[config.mk]
export PLATFORM = sky130hd
export DESIGN_NAME = fifo_burst_reader
export DESIGN_NICKNAME = d
export VERILOG_FILES = /design/src/rtl/fifo_burst_reader_pkg.sv /design/src/rtl/fifo_skid_buf.sv /design/src/rtl/fifo_burst_reader.sv
export SDC_FILE = /design/constraint.sdc
export NUM_CORES = 1
export LEC_CHECK = 0
export CORE_MARGIN = 5
export CORE_UTILIZATION = 45
export DETAILED_ROUTE_END_ITERATION = 16
export PLACE_DENSITY = 0.71
export SYNTH_ARGS = -nofsm -noshare
export SYNTH_HDL_FRONTEND = slang
export SYNTH_SLANG_ARGS = --single-unit
[constraint.sdc]
create_clock -name clk -period 3.6 [get_ports clk]
set_clock_uncertainty 0.15 [all_clocks]
set_input_delay 0.36 -clock clk [delete_from_list [all_inputs] [get_ports clk]]
set_output_delay 0.36 -clock clk [all_outputs]
set_load 0.01 [all_outputs]
[src/rtl/fifo_burst_reader_pkg.sv]
// Shared constants and state encoding for the FIFO burst reader.
// Imported by the top and by the skid buffer.
package fifo_burst_reader_pkg;

    localparam int DATA_W_DEF = 8;
    localparam int LEN_W_DEF  = 8;
    localparam int SKID_DEPTH = 2;

    typedef enum logic [1:0] {
        IDLE  = 2'd0,
        READ  = 2'd1,
        DRAIN = 2'd2,
        DONE  = 2'd3
    } state_e;

endpackage

[src/rtl/fifo_skid_buf.sv]
// Two-entry register FIFO that absorbs bytes landing from the FIFO read port.
// Entry 0 is always the head; simultaneous push and pop leave occupancy unchanged.
module fifo_skid_buf
    import fifo_burst_reader_pkg::*;
#(
    parameter int DATA_W = DATA_W_DEF
) (
    input  logic              clk,
    input  logic              rst,
    input  logic              flush,
    input  logic              push,
    input  logic [DATA_W-1:0] push_data,
    input  logic              pop,
    output logic              valid,
    output logic [DATA_W-1:0] head,
    output logic [1:0]        occ
);

    localparam logic [1:0] FULL = 2'(SKID_DEPTH);

    logic [DATA_W-1:0] mem0_q, mem0_d;
    logic [DATA_W-1:0] mem1_q, mem1_d;
    logic [1:0]        occ_q, occ_d;

    always_comb begin
        mem0_d = mem0_q;
        mem1_d = mem1_q;
        occ_d  = occ_q;
        if (flush) begin
            occ_d = 2'd0;
        end else if (push && pop) begin
            if (occ_q == 2'd0) begin
                mem0_d = push_data;
                occ_d  = 2'd1;
            end else if (occ_q == 2'd1) begin
                mem0_d = push_data;
            end else begin
                mem0_d = mem1_q;
                mem1_d = push_data;
            end
        end else if (push) begin
            if (occ_q == 2'd0) begin
                mem0_d = push_data;
            end else begin
                mem1_d = push_data;
            end
            if (occ_q != FULL) begin
                occ_d = occ_q + 2'd1;
            end
        end else if (pop && occ_q != 2'd0) begin
            mem0_d = mem1_q;
            occ_d  = occ_q - 2'd1;
        end
    end

    always_ff @(posedge clk) begin
        if (rst) begin
            mem0_q <= '0;
            mem1_q <= '0;
            occ_q  <= 2'd0;
        end else begin
            mem0_q <= mem0_d;
            mem1_q <= mem1_d;
            occ_q  <= occ_d;
        end
    end

    assign valid = (occ_q != 2'd0);
    assign head  = mem0_q;
    assign occ   = occ_q;

endmodule

[src/rtl/fifo_burst_reader.sv]
// Drains LEN bytes from the FIFO read port onto a valid/ready byte stream with last,
// hiding the FIFO's one-cycle read latency behind a two-entry skid buffer.
module fifo_burst_reader
    import fifo_burst_reader_pkg::*;
#(
    parameter int DATA_W = DATA_W_DEF,
    parameter int LEN_W  = LEN_W_DEF
) (
    input  logic              clk,
    input  logic              rst,
    input  logic              start,
    input  logic [LEN_W-1:0]  len,
    input  logic              abort,
    output logic              busy,
    output logic              done,
    output logic              aborted,
    output logic              fifo_rd_en,
    input  logic [DATA_W-1:0] fifo_data,
    input  logic              fifo_empty,
    output logic              m_valid,
    output logic [DATA_W-1:0] m_data,
    output logic              m_last,
    input  logic              m_ready,
    output logic [1:0]        dbg_state
);

    // Stream handshake: a byte moves when m_valid & m_ready at posedge clk; while
    // m_valid is high and m_ready low, m_data and m_last hold their values.

    state_e             state_q, state_d;
    logic [LEN_W-1:0]   len_q, len_d;
    logic [LEN_W-1:0]   issue_cnt_q, issue_cnt_d;
    logic [LEN_W-1:0]   out_cnt_q, out_cnt_d;
    logic               inflight_q, inflight_d;
    logic               aborted_q, aborted_d;

    logic               skid_valid;
    logic [DATA_W-1:0]  skid_head;
    logic [1:0]         skid_occ;
    logic               skid_push;
    logic               skid_flush;
    logic               hs;
    logic               last_beat;
    logic               active;
    logic               abort_eff;
    logic [2:0]         pending;
    logic               credit;
    logic               skid_empty_next;

    assign hs        = skid_valid && m_ready;
    assign last_beat = skid_valid && (out_cnt_q == len_q - LEN_W'(1));
    assign active    = (state_q == READ) || (state_q == DRAIN);
    // An abort that coincides with the final handshake loses to it: the burst ends normally.
    assign abort_eff = abort && active && !(hs && last_beat);

    // A byte popped this cycle frees its slot in time for a byte issued this cycle.
    assign pending = {1'b0, skid_occ} + {2'b00, inflight_q} - {2'b00, hs};
    assign credit  = (pending < 3'(SKID_DEPTH));

    assign fifo_rd_en = (state_q == READ) && !fifo_empty && (issue_cnt_q != '0)
                        && credit && !abort_eff;

    assign skid_push  = inflight_q && !abort_eff;
    assign skid_flush = abort_eff;
    assign skid_empty_next = ((skid_occ == 2'd0) && !skid_push)
                          || ((skid_occ == 2'd1) && hs && !skid_push);

    fifo_skid_buf #(
        .DATA_W(DATA_W)
    ) u_skid (
        .clk       (clk),
        .rst       (rst),
        .flush     (skid_flush),
        .push      (skid_push),
        .push_data (fifo_data),
        .pop       (hs),
        .valid     (skid_valid),
        .head      (skid_head),
        .occ       (skid_occ)
    );

    always_comb begin
        state_d     = state_q;
        len_d       = len_q;
        issue_cnt_d = issue_cnt_q;
        out_cnt_d   = out_cnt_q;
        inflight_d  = fifo_rd_en;
        aborted_d   = aborted_q;

        if (fifo_rd_en) begin
            issue_cnt_d = issue_cnt_q - LEN_W'(1);
        end
        if (hs) begin
            out_cnt_d = out_cnt_q + LEN_W'(1);
        end

        case (state_q)
            IDLE: begin
                if (start) begin
                    len_d       = len;
                    issue_cnt_d = len;
                    out_cnt_d   = '0;
                    aborted_d   = 1'b0;
                    state_d     = (len != '0) ? READ : DONE;
                end
            end
            READ: begin
                if (abort_eff) begin
                    aborted_d = 1'b1;
                    state_d   = DONE;
                end else if (issue_cnt_q == '0) begin
                    state_d = DRAIN;
                end
            end
            DRAIN: begin
                if (abort_eff) begin
                    aborted_d = 1'b1;
                    state_d   = DONE;
                end else if (!inflight_q && skid_empty_next) begin
                    state_d = DONE;
                end
            end
            DONE: begin
                state_d = IDLE;
            end
            default: begin
                state_d = IDLE;
            end
        endcase
    end

    always_ff @(posedge clk) begin
        if (rst) begin
            state_q     <= IDLE;
            len_q       <= '0;
            issue_cnt_q <= '0;
            out_cnt_q   <= '0;
            inflight_q  <= 1'b0;
            aborted_q   <= 1'b0;
        end else begin
            state_q     <= state_d;
            len_q       <= len_d;
            issue_cnt_q <= issue_cnt_d;
            out_cnt_q   <= out_cnt_d;
            inflight_q  <= inflight_d;
            aborted_q   <= aborted_d;
        end
    end

    assign busy      = (state_q != IDLE);
    assign done      = (state_q == DONE);
    assign aborted   = (state_q == DONE) && aborted_q;
    assign m_valid   = skid_valid;
    assign m_data    = skid_head;
    assign m_last    = last_beat;
    assign dbg_state = state_q;

endmodule
==> summary.md, run 1 <==
| Metric | Value |
|---|---|
| CTS clock-pin slew for the worst setup and hold paths | `0.09 ns` |
| Num rows | `27` |
| Antenna violations before repair | `0` |
| Post-synth top area share | `0.363` |
| Antenna Nets Post-Route | `0` |
| CTS Buf Count | `5` |
| CTS Sinks | `46` |
| Worst EP required | `3.09 ns` |
| Routed WL | `5740 um` |
| Most common flop cell mapped by yosys | `dfxtp_1` |
| Design area | `0.00313 mm^2` |
| Die Width | `85.1 um` |
| Initial core utilization | `0.460` |
| YS warnings | `0` |
| Vias per cell | `5.39` |
| Top cell by count, worst path | `inv_1` |
| Dpl cells | `396` |
| Die area | `0.00723 mm^2` |
| Crit Path Class | `flip-flop to primary output` |
| Filler cells | `473` |
| CTS H-Tree Depth | `2` |
| Slew Limit Headroom | `0.277` |
| Root buffer cell | `clkbuf_8` |
| WL per Instance | `14.2 um` |
| GRT overflow | `0` |
| I/O pin cnt | `38` |
| DRT iter0 DRCs | `117` |
| Max Cap Violations | `0` |
| EDFF count, synth | `0` |
| Initial DRT Pass Iterations | `4` |
| Buffers on Ports | `37` |
| PD cells | `582 mW/mm^2` |
| Area Growth Syn to Fin | `23.6%` |
| Slew of the pin with the lowest slew margin | `1.09 ns` |
| Startpoint Class | `flip-flop` |
| Nets | `368` |
| Placed Area | `0.00302 mm^2` |
| VDD IR max | `0.000411 V` |
| Core Box Area | `0.00551 mm^2` |
| Final setup violation count | `0` |
| Vias post-DR | `2181` |
| Global-route wire length before repair | `9910 um` |
| Final core utilization | `0.569` |
| Async set-reset flop share out of synthesis | `0` |
| Crit path DAT | `2.91 ns` |
| Top post-synthesis cells by area | `dfxtp_1 36%, mux2i_1 7.1%, ha_1 6.4%` |
| # DRC | `0` |
| RSZ-0062 raised after global routing | `false` |
| Leak | `1.35 nW` |
| Cells after synthesis | `287` |
| Worst-path cell chain | `inv_2, ha_4, inv_1, nand2_1, clkinv_1, ha_1, nand2b_1, fa_1, xor2_1, nor4b_2, buf_4, o21ai_4, inv_1, dlygate4sd2_1` |
| CP endpoint kind | `primary output` |
| CTS max path bufs | `2` |
| Chip height | `85.1 um` |
| Cell taking the most area after synthesis | `dfxtp_1` |
| Final non-filler cell total | `405` |
| Netlist Area Pre-Place | `0.00253 mm^2` |
| HPWL after detailed placement | `4380 um` |
| Final TNS setup | `0 ns` |
| #FFs+latches synth | `46` |
| Status | `finished, final reports clean` |
| Final Cycle Share | `0.951` |
| FMAX | `0.292 GHz` |
| Crit-path max FO | `4` |
| Final min period | `3.42 ns` |
| Pwr Total | `1.82 mW` |
| Final hold violation count | `0` |
| Sequential share of the synthesized area | `0.363` |
| CTS tree | `yes` |
| Antenna Diode Count | `0` |
| Clk Latency, worst-skew pair | `0.29 ns` |
| Syn avg cell area | `8.83 um^2` |
| Total track usage | `0.162` |
| GPL Wtd Cong | `0.847` |
| Vias in the first global route | `2136` |
| Synth cell types | `49` |
| Layout cells sized above 1 | `0.108` |
| CP peak stage delay | `0.40 ns` |
| Max Slew Vio Count | `0` |
| Hold crit path type | `flip-flop to flip-flop` |
| Slowest stage cell, crit path | `fa_1` |
| Post-synth net total | `323` |
| Pin count of the biggest net entering global routing | `19` |
[cells in the mapped netlist (all sizes together), types with 5 or more instances]
| cell | number |
|---|---|
| a21oi | 10 |
| a22o | 5 |
| clkbuf | 5 |
| dfxtp | 46 |
| ha | 13 |
| inv | 14 |
| mux2 | 8 |
| mux2i | 18 |
| nand2 | 24 |
| nand3 | 5 |
| nor2 | 42 |
| nor3 | 8 |
| o2111ai | 5 |
| o21ai | 14 |
| xnor2 | 9 |
| xor2 | 10 |
[final cells by class]
type / count / area [um^2] / area share
repair buffers: 47 / 444 / 0.142
well taps: 72 / 90.1 / 0.0288
clock inverters: 2 / 16.3 / 0.00519
clock buffers: 6 / 82.6 / 0.0264
multi-input cells: 217 / 1520 / 0.486
flip-flops and latches: 46 / 921 / 0.294
inverters: 15 / 56.3 / 0.0180
[worst paths after layout]
kind / startpoint / to / slack (ns) / cells past startpoint
worst min-delay path: len_q[7] / len_q[7] / 0.32 / 2
worst min register to register: len_q[7] / len_q[7] / 0.32 / 2
worst max register to register: u_skid.occ[0] / issue_cnt_q[2] / 0.35 / 15
worst max-delay path: u_skid.occ[0] / fifo_rd_en / 0.18 / 14
[timing repair]
item	CTS	global route
hold buffers	0	0
gates resized for setup	2	3
buffers inserted	1	0
setup endpoints to repair	1	1
cloned	0	0
pin swaps	1	1
[kinds of logic (layout without fill, tap and decap cells)]
family,after synthesis,count (layout),share of synthesized area
xor gates and xnor gates,19,19,0.0656
muxes,26,26,0.107
and+or+nand+nor,105,105,0.192
buffers and inverters,24,70,0.0434
adders and majority gates,14,14,0.0721
AOI/OAI and AO/OA,53,53,0.157
DFF,46,46,0.363
[critical path: cells and delay by family (launching register included)]
kind                     cells  cell delay, ns
AO/OA/AOI/OAI                1            0.05
XOR/XNOR                     1            0.16
adder cells (fa/ha/maj)      3            0.81
buffers and inverters        6            0.74
flip-flops                   1            0.35
AND/OR/NAND/NOR              3            0.50
[report_power, final]
group / internal [mW] / switching, mW / leakage (nW)
combinational: 0.368 / 0.453 / 0.932
clock: 0.158 / 0.180 / 0.0478
sequential: 0.580 / 0.0845 / 0.374
total: 1.11 / 0.717 / 1.35
[per-layer routing]
metal	vias to the layer above	routed length (um)	track usage
li1	1108	-	-
met1	1005	2730	0.222
met2	60	2660	0.256
met3	8	300	0.0398
met4	0	47	0.0403
met5	-	0	0
[placed cells by master, fill, tap and decap left out, drive strengths merged, types with 5 or more instances in the layout]
cell type and instances:
a21oi 10, a22o 5, buf 10, clkbuf 6
clkdlybuf4s50 36, dfxtp 46, ha 13, inv 15
mux2 8, mux2i 18, nand2 24, nand3 5
nor2 42, nor3 8, o2111ai 5, o21ai 14
xnor2 9, xor2 10
[flip-flops by register name, summed over array words and instances, names as in the netlist]
name,cells
aborted_q,1
dbg_state,2
inflight_q,1
issue_cnt_q,8
len_q,8
out_cnt_q,8
u_skid.head,8
u_skid.mem1_q,8
u_skid.occ,2
[through the flow]
stage / setup slack [ns] / hold WS, ns
after global placement: 0.101 / 0.299
after global routing: 0.0290 / 0.378
after CTS: 0.0826 / 0.324
final: 0.177 / 0.321
after detailed placement: 0.0157 / 0.310
after floorplan: 0.0817 / 0.284
(Power assumes the default switching activity.)
==> run 2: changes to the inputs <==
--- a/config.mk
+++ b/config.mk
@@ -8,7 +8,8 @@
 export CORE_MARGIN = 5
 export CORE_UTILIZATION = 45
 export DETAILED_ROUTE_END_ITERATION = 16
-export PLACE_DENSITY = 0.71
+export PLACE_DENSITY = 0.7
 export SYNTH_ARGS = -nofsm -noshare
 export SYNTH_HDL_FRONTEND = slang
+export SYNTH_HIERARCHICAL = 1
 export SYNTH_SLANG_ARGS = --single-unit
==> run 2 against run 1 <==
  * Synthesized cell count up 9.8%
  * Highest routed layer unchanged
  * Non-clock buffer count is 2 higher
  * Routed wire length increased by 7.3%
  * Hold slack better by 0.0085 ns
  * Sequential cell count unchanged
  * Register-to-register slack got worse by 0.03 ns
  * Total power is 0.31% higher
  * Critical path type unchanged
  * Global-route usage up 0.57 points
  * Sequential share of layout area fell by 1.3 points
  * Final cell count is 6.9% higher
  * Largest cell class unchanged
==> summary.md, run 2 <==
| Metric | Value |
|---|---|
| Num rows | `28 (was 27)` |
| CP endpoint kind | `primary output (unchanged)` |
| Max Cap Violations | `0 (unchanged)` |
| Vias in the first global route | `2249 (was 2136)` |
| GRT overflow | `0 (unchanged)` |
| Reg2Reg Launch Point | `u_skid/occ[1] (was u_skid.occ[0])` |
| Hold endpoint | `u_skid/head[0] (was len_q[7])` |
| Hold path cells | `2 (unchanged)` |
| Vias post-DR | `2375 (was 2181)` |
| Vias per cell | `5.48 (was 5.39)` |
| YS warnings | `6 (was 0)` |
| PD cells | `556 mW/mm^2 (was 582 mW/mm^2)` |
| Max Slew Vio Count | `0 (unchanged)` |
| CTS tree | `yes (unchanged)` |
| Crit path DAT | `2.89 ns (was 2.91 ns)` |
| CTS Sinks | `46 (unchanged)` |
| Status | `finished, final reports clean (unchanged)` |
| Antenna Nets Post-Route | `0 (unchanged)` |
| Core Box Area | `0.00585 mm^2 (was 0.00551 mm^2)` |
| Synth cell types | `65 (was 49)` |
| Most numerous cell in the Yosys netlist | `dfxtp_1 (unchanged)` |
| Post-synth net total | `351 (was 323)` |
| R2R depth | `15 (unchanged)` |
| I/O pin cnt | `38 (unchanged)` |
| Nets | `393 (was 368)` |
| Slew Limit Headroom | `0.425 (was 0.277)` |
| Placed Area | `0.00316 mm^2 (was 0.00302 mm^2)` |
| Initial DRT Pass Iterations | `4 (unchanged)` |
| Final setup violation count | `0 (unchanged)` |
| Antenna Diode Count | `0 (unchanged)` |
| Pin count of the biggest net entering global routing | `25 (was 19)` |
| Sequential share of the synthesized area | `0.343 (was 0.363)` |
| Buffers on Ports | `37 (unchanged)` |
| HPWL after detailed placement | `4480 um (was 4380 um)` |
| Die area | `0.00761 mm^2 (was 0.00723 mm^2)` |
| Final min period | `3.40 ns (was 3.42 ns)` |
| FMAX | `0.294 GHz (was 0.292 GHz)` |
| RSZ-0062 raised after global routing | `false (unchanged)` |
| CTS H-Tree Depth | `2 (unchanged)` |
| R2R setup slack | `0.32 ns (was 0.35 ns)` |
| Design area | `0.00329 mm^2 (was 0.00313 mm^2)` |
| Total track usage | `0.168 (was 0.162)` |
| Startpoint Class | `flip-flop (unchanged)` |
| Post-synth top area share | `0.343 (was 0.363)` |
| Reg2reg end | `issue_cnt_q[2] (unchanged)` |
| Netlist Area Pre-Place | `0.00268 mm^2 (was 0.00253 mm^2)` |
| CTS max path bufs | `2 (unchanged)` |
| Hold path startpoint | `u_skid/mem1_q[0] (was len_q[7])` |
| CTS Buf Count | `5 (unchanged)` |
| Slew of the pin with the lowest slew margin | `0.859 ns (was 1.09 ns)` |
| Worst EP required | `3.09 ns (about the same)` |
| Async set-reset flop share out of synthesis | `0 (unchanged)` |
| Crit-path max FO | `3 (was 4)` |
| Cell taking the most area after synthesis | `dfxtp_1 (unchanged)` |
| Hold crit path type | `flip-flop to flip-flop (unchanged)` |
| Antenna violations before repair | `0 (unchanged)` |
| DRT iter0 DRCs | `146 (was 117)` |
| Die Width | `87.2 um (was 85.1 um)` |
| Chip height | `87.2 um (was 85.1 um)` |
| Final non-filler cell total | `433 (was 405)` |
| # DRC | `0 (unchanged)` |
| Root buffer cell | `clkbuf_8 (unchanged)` |
| Filler cells | `531 (was 473)` |
| Crit Path Class | `flip-flop to primary output (unchanged)` |
| #FFs+latches synth | `46 (unchanged)` |
| Register area | `922 um^2 (was 921 um^2)` |
| Pwr Total | `1.83 mW (was 1.82 mW)` |
| Layout cells sized above 1 | `0.123 (was 0.108)` |
| Most common flop cell mapped by yosys | `dfxtp_1 (unchanged)` |
| WL per Instance | `14.2 um (about the same)` |
| Synth top cells by count | `46 x dfxtp_1, 38 x nand2_1, 38 x nor2_1, 16 x inv_1, 13 x ha_1 (was 46 x dfxtp_1, 41 x nor2_1, 24 x nand2_1, 18 x mux2i_1, 14 x inv_1)` |
| Area of the multi-input gates | `0.00164 mm^2 (was 0.00152 mm^2)` |
| GPL Wtd Cong | `0.815 (was 0.847)` |
| Final Cycle Share | `0.945 (was 0.951)` |
| VDD IR max | `0.000354 V (was 0.000411 V)` |
| CTS clock-pin slew for the worst setup and hold paths | `0.09 ns (about the same)` |
| Commonest non-fill, non-tap cell in the layout | `dfxtp_1 (unchanged)` |
| Dpl cells | `424 (was 396)` |
| Top post-synthesis cells by area | `dfxtp_1 34%, ha_1 6.1%, nand2_1 5.3% (was dfxtp_1 36%, mux2i_1 7.1%, ha_1 6.4%)` |
| Final hold violation count | `0 (unchanged)` |
| Clk Latency, worst-skew pair | `0.30 ns (was 0.29 ns)` |
| Initial core utilization | `0.459 (was 0.460)` |
| Routed WL | `6160 um (was 5740 um)` |
| Cells after synthesis | `315 (was 287)` |
| Global-route wire length before repair | `10500 um (was 9910 um)` |
| EDFF count, synth | `0 (unchanged)` |
| Syn avg cell area | `8.52 um^2 (was 8.83 um^2)` |
| Crit. Startpoint | `u_skid/occ[1] (was u_skid.occ[0])` |
| Leak | `1.29 nW (was 1.35 nW)` |
| Area Growth Syn to Fin | `22.6% (was 23.6%)` |
| Most frequent cells in the layout | `45 x dfxtp_1, 38 x nor2_1, 37 x nand2_1 (was 46 x dfxtp_1, 41 x nor2_1, 36 x clkdlybuf4s50_1)` |
[run 2: changes by cell type after synthesis, moves of 4 or more]
cell | previous run | this run
o2111ai_1 | 5 | 0
mux2_2 | 8 | 1
nor3_1 | 8 | 3
mux2i_1 | 18 | 11
nand2_1 | 24 | 38
a311oi_1 | 1 | 6
nor2b_1 | 0 | 4
nand3_1 | 5 | 9
[run 2: how the worst max path moves through the flow]
stage / end / slack, ns / cells after the start
2_1_floorplan: fifo_rd_en / 0.04 / 14
3_3_place_gp: fifo_rd_en / -0.03 / 12
3_5_place_dp: fifo_rd_en / -0.04 / 12
4_1_cts: fifo_rd_en / 0.01 / 14
5_1_grt: fifo_rd_en / 0.04 / 14
6_report: fifo_rd_en / 0.20 / 14
[run 2: cells by family (layout without fill, tap and decap cells)]
kind of cell    Yosys count  count (layout)  share of synthesized area
flops                    46              46                      0.343
mux                      12              12                     0.0452
simple gates            129             129                      0.240
xor+xnor                 15              15                     0.0490
buf+inv                  31              74                     0.0518
fa+ha+maj                14              14                     0.0681
compound gates           68              68                      0.203
[run 2: area by class of cell]
class	count	area share
timing repair buffer	49	0.140
inverter	17	0.0194
tap	75	0.0285
multi-input combinational	238	0.498
clock buffer	6	0.0221
clock inverter	2	0.0114
sequential	46	0.280
[run 2: metal layers]
metal  track usage  vias up  wire length [um]
met3        0.0312        7               207
li1              -     1207                 -
met2         0.283       35              2990
met4        0.0474        0                57
met1         0.219     1126              2910
met5             0        -                 0
[run 2: what timing repair did]
action,CTS,global route
resized for setup,3,6
endpoints found under the setup margin,1,3
hold endpoints to repair,0,0
buffers inserted,1,0
pin swaps,1,2
hold buffers,0,0
cloned,0,0
[run 2: metrics by stage]
step	setup WS [ns]	hold slack [ns]	TNS (ns)	utilization
floorplan	0.0376	0.308	0	-
finish	0.199	0.330	0	0.562
global route	0.0423	0.364	0	0.562
CTS	0.00954	0.333	0	0.561
global placement	-0.0317	0.313	-0.0317	0.540
detailed placement	-0.0439	0.323	-0.0439	0.540
[run 2: worst max-delay path, cell delays in order, from the launching register on]
cell and delay, ns:
dfxtp_2 0.33, inv_2 0.06, ha_2 0.17, inv_1 0.06, nand2_2 0.08, inv_2 0.04, ha_1 0.25, nand2b_1 0.15
fa_2 0.33, xor2_1 0.17, nor4b_2 0.28, nand2_1 0.10, o31a_4 0.29, inv_1 0.06, clkdlybuf4s15_2 0.21
[run 2: report_power, final]
part	internal [mW]	switching (mW)	total (mW)
registers	0.590	0.0869	0.677
logic	0.347	0.417	0.765
clock network	0.207	0.180	0.387
total	1.14	0.684	1.83
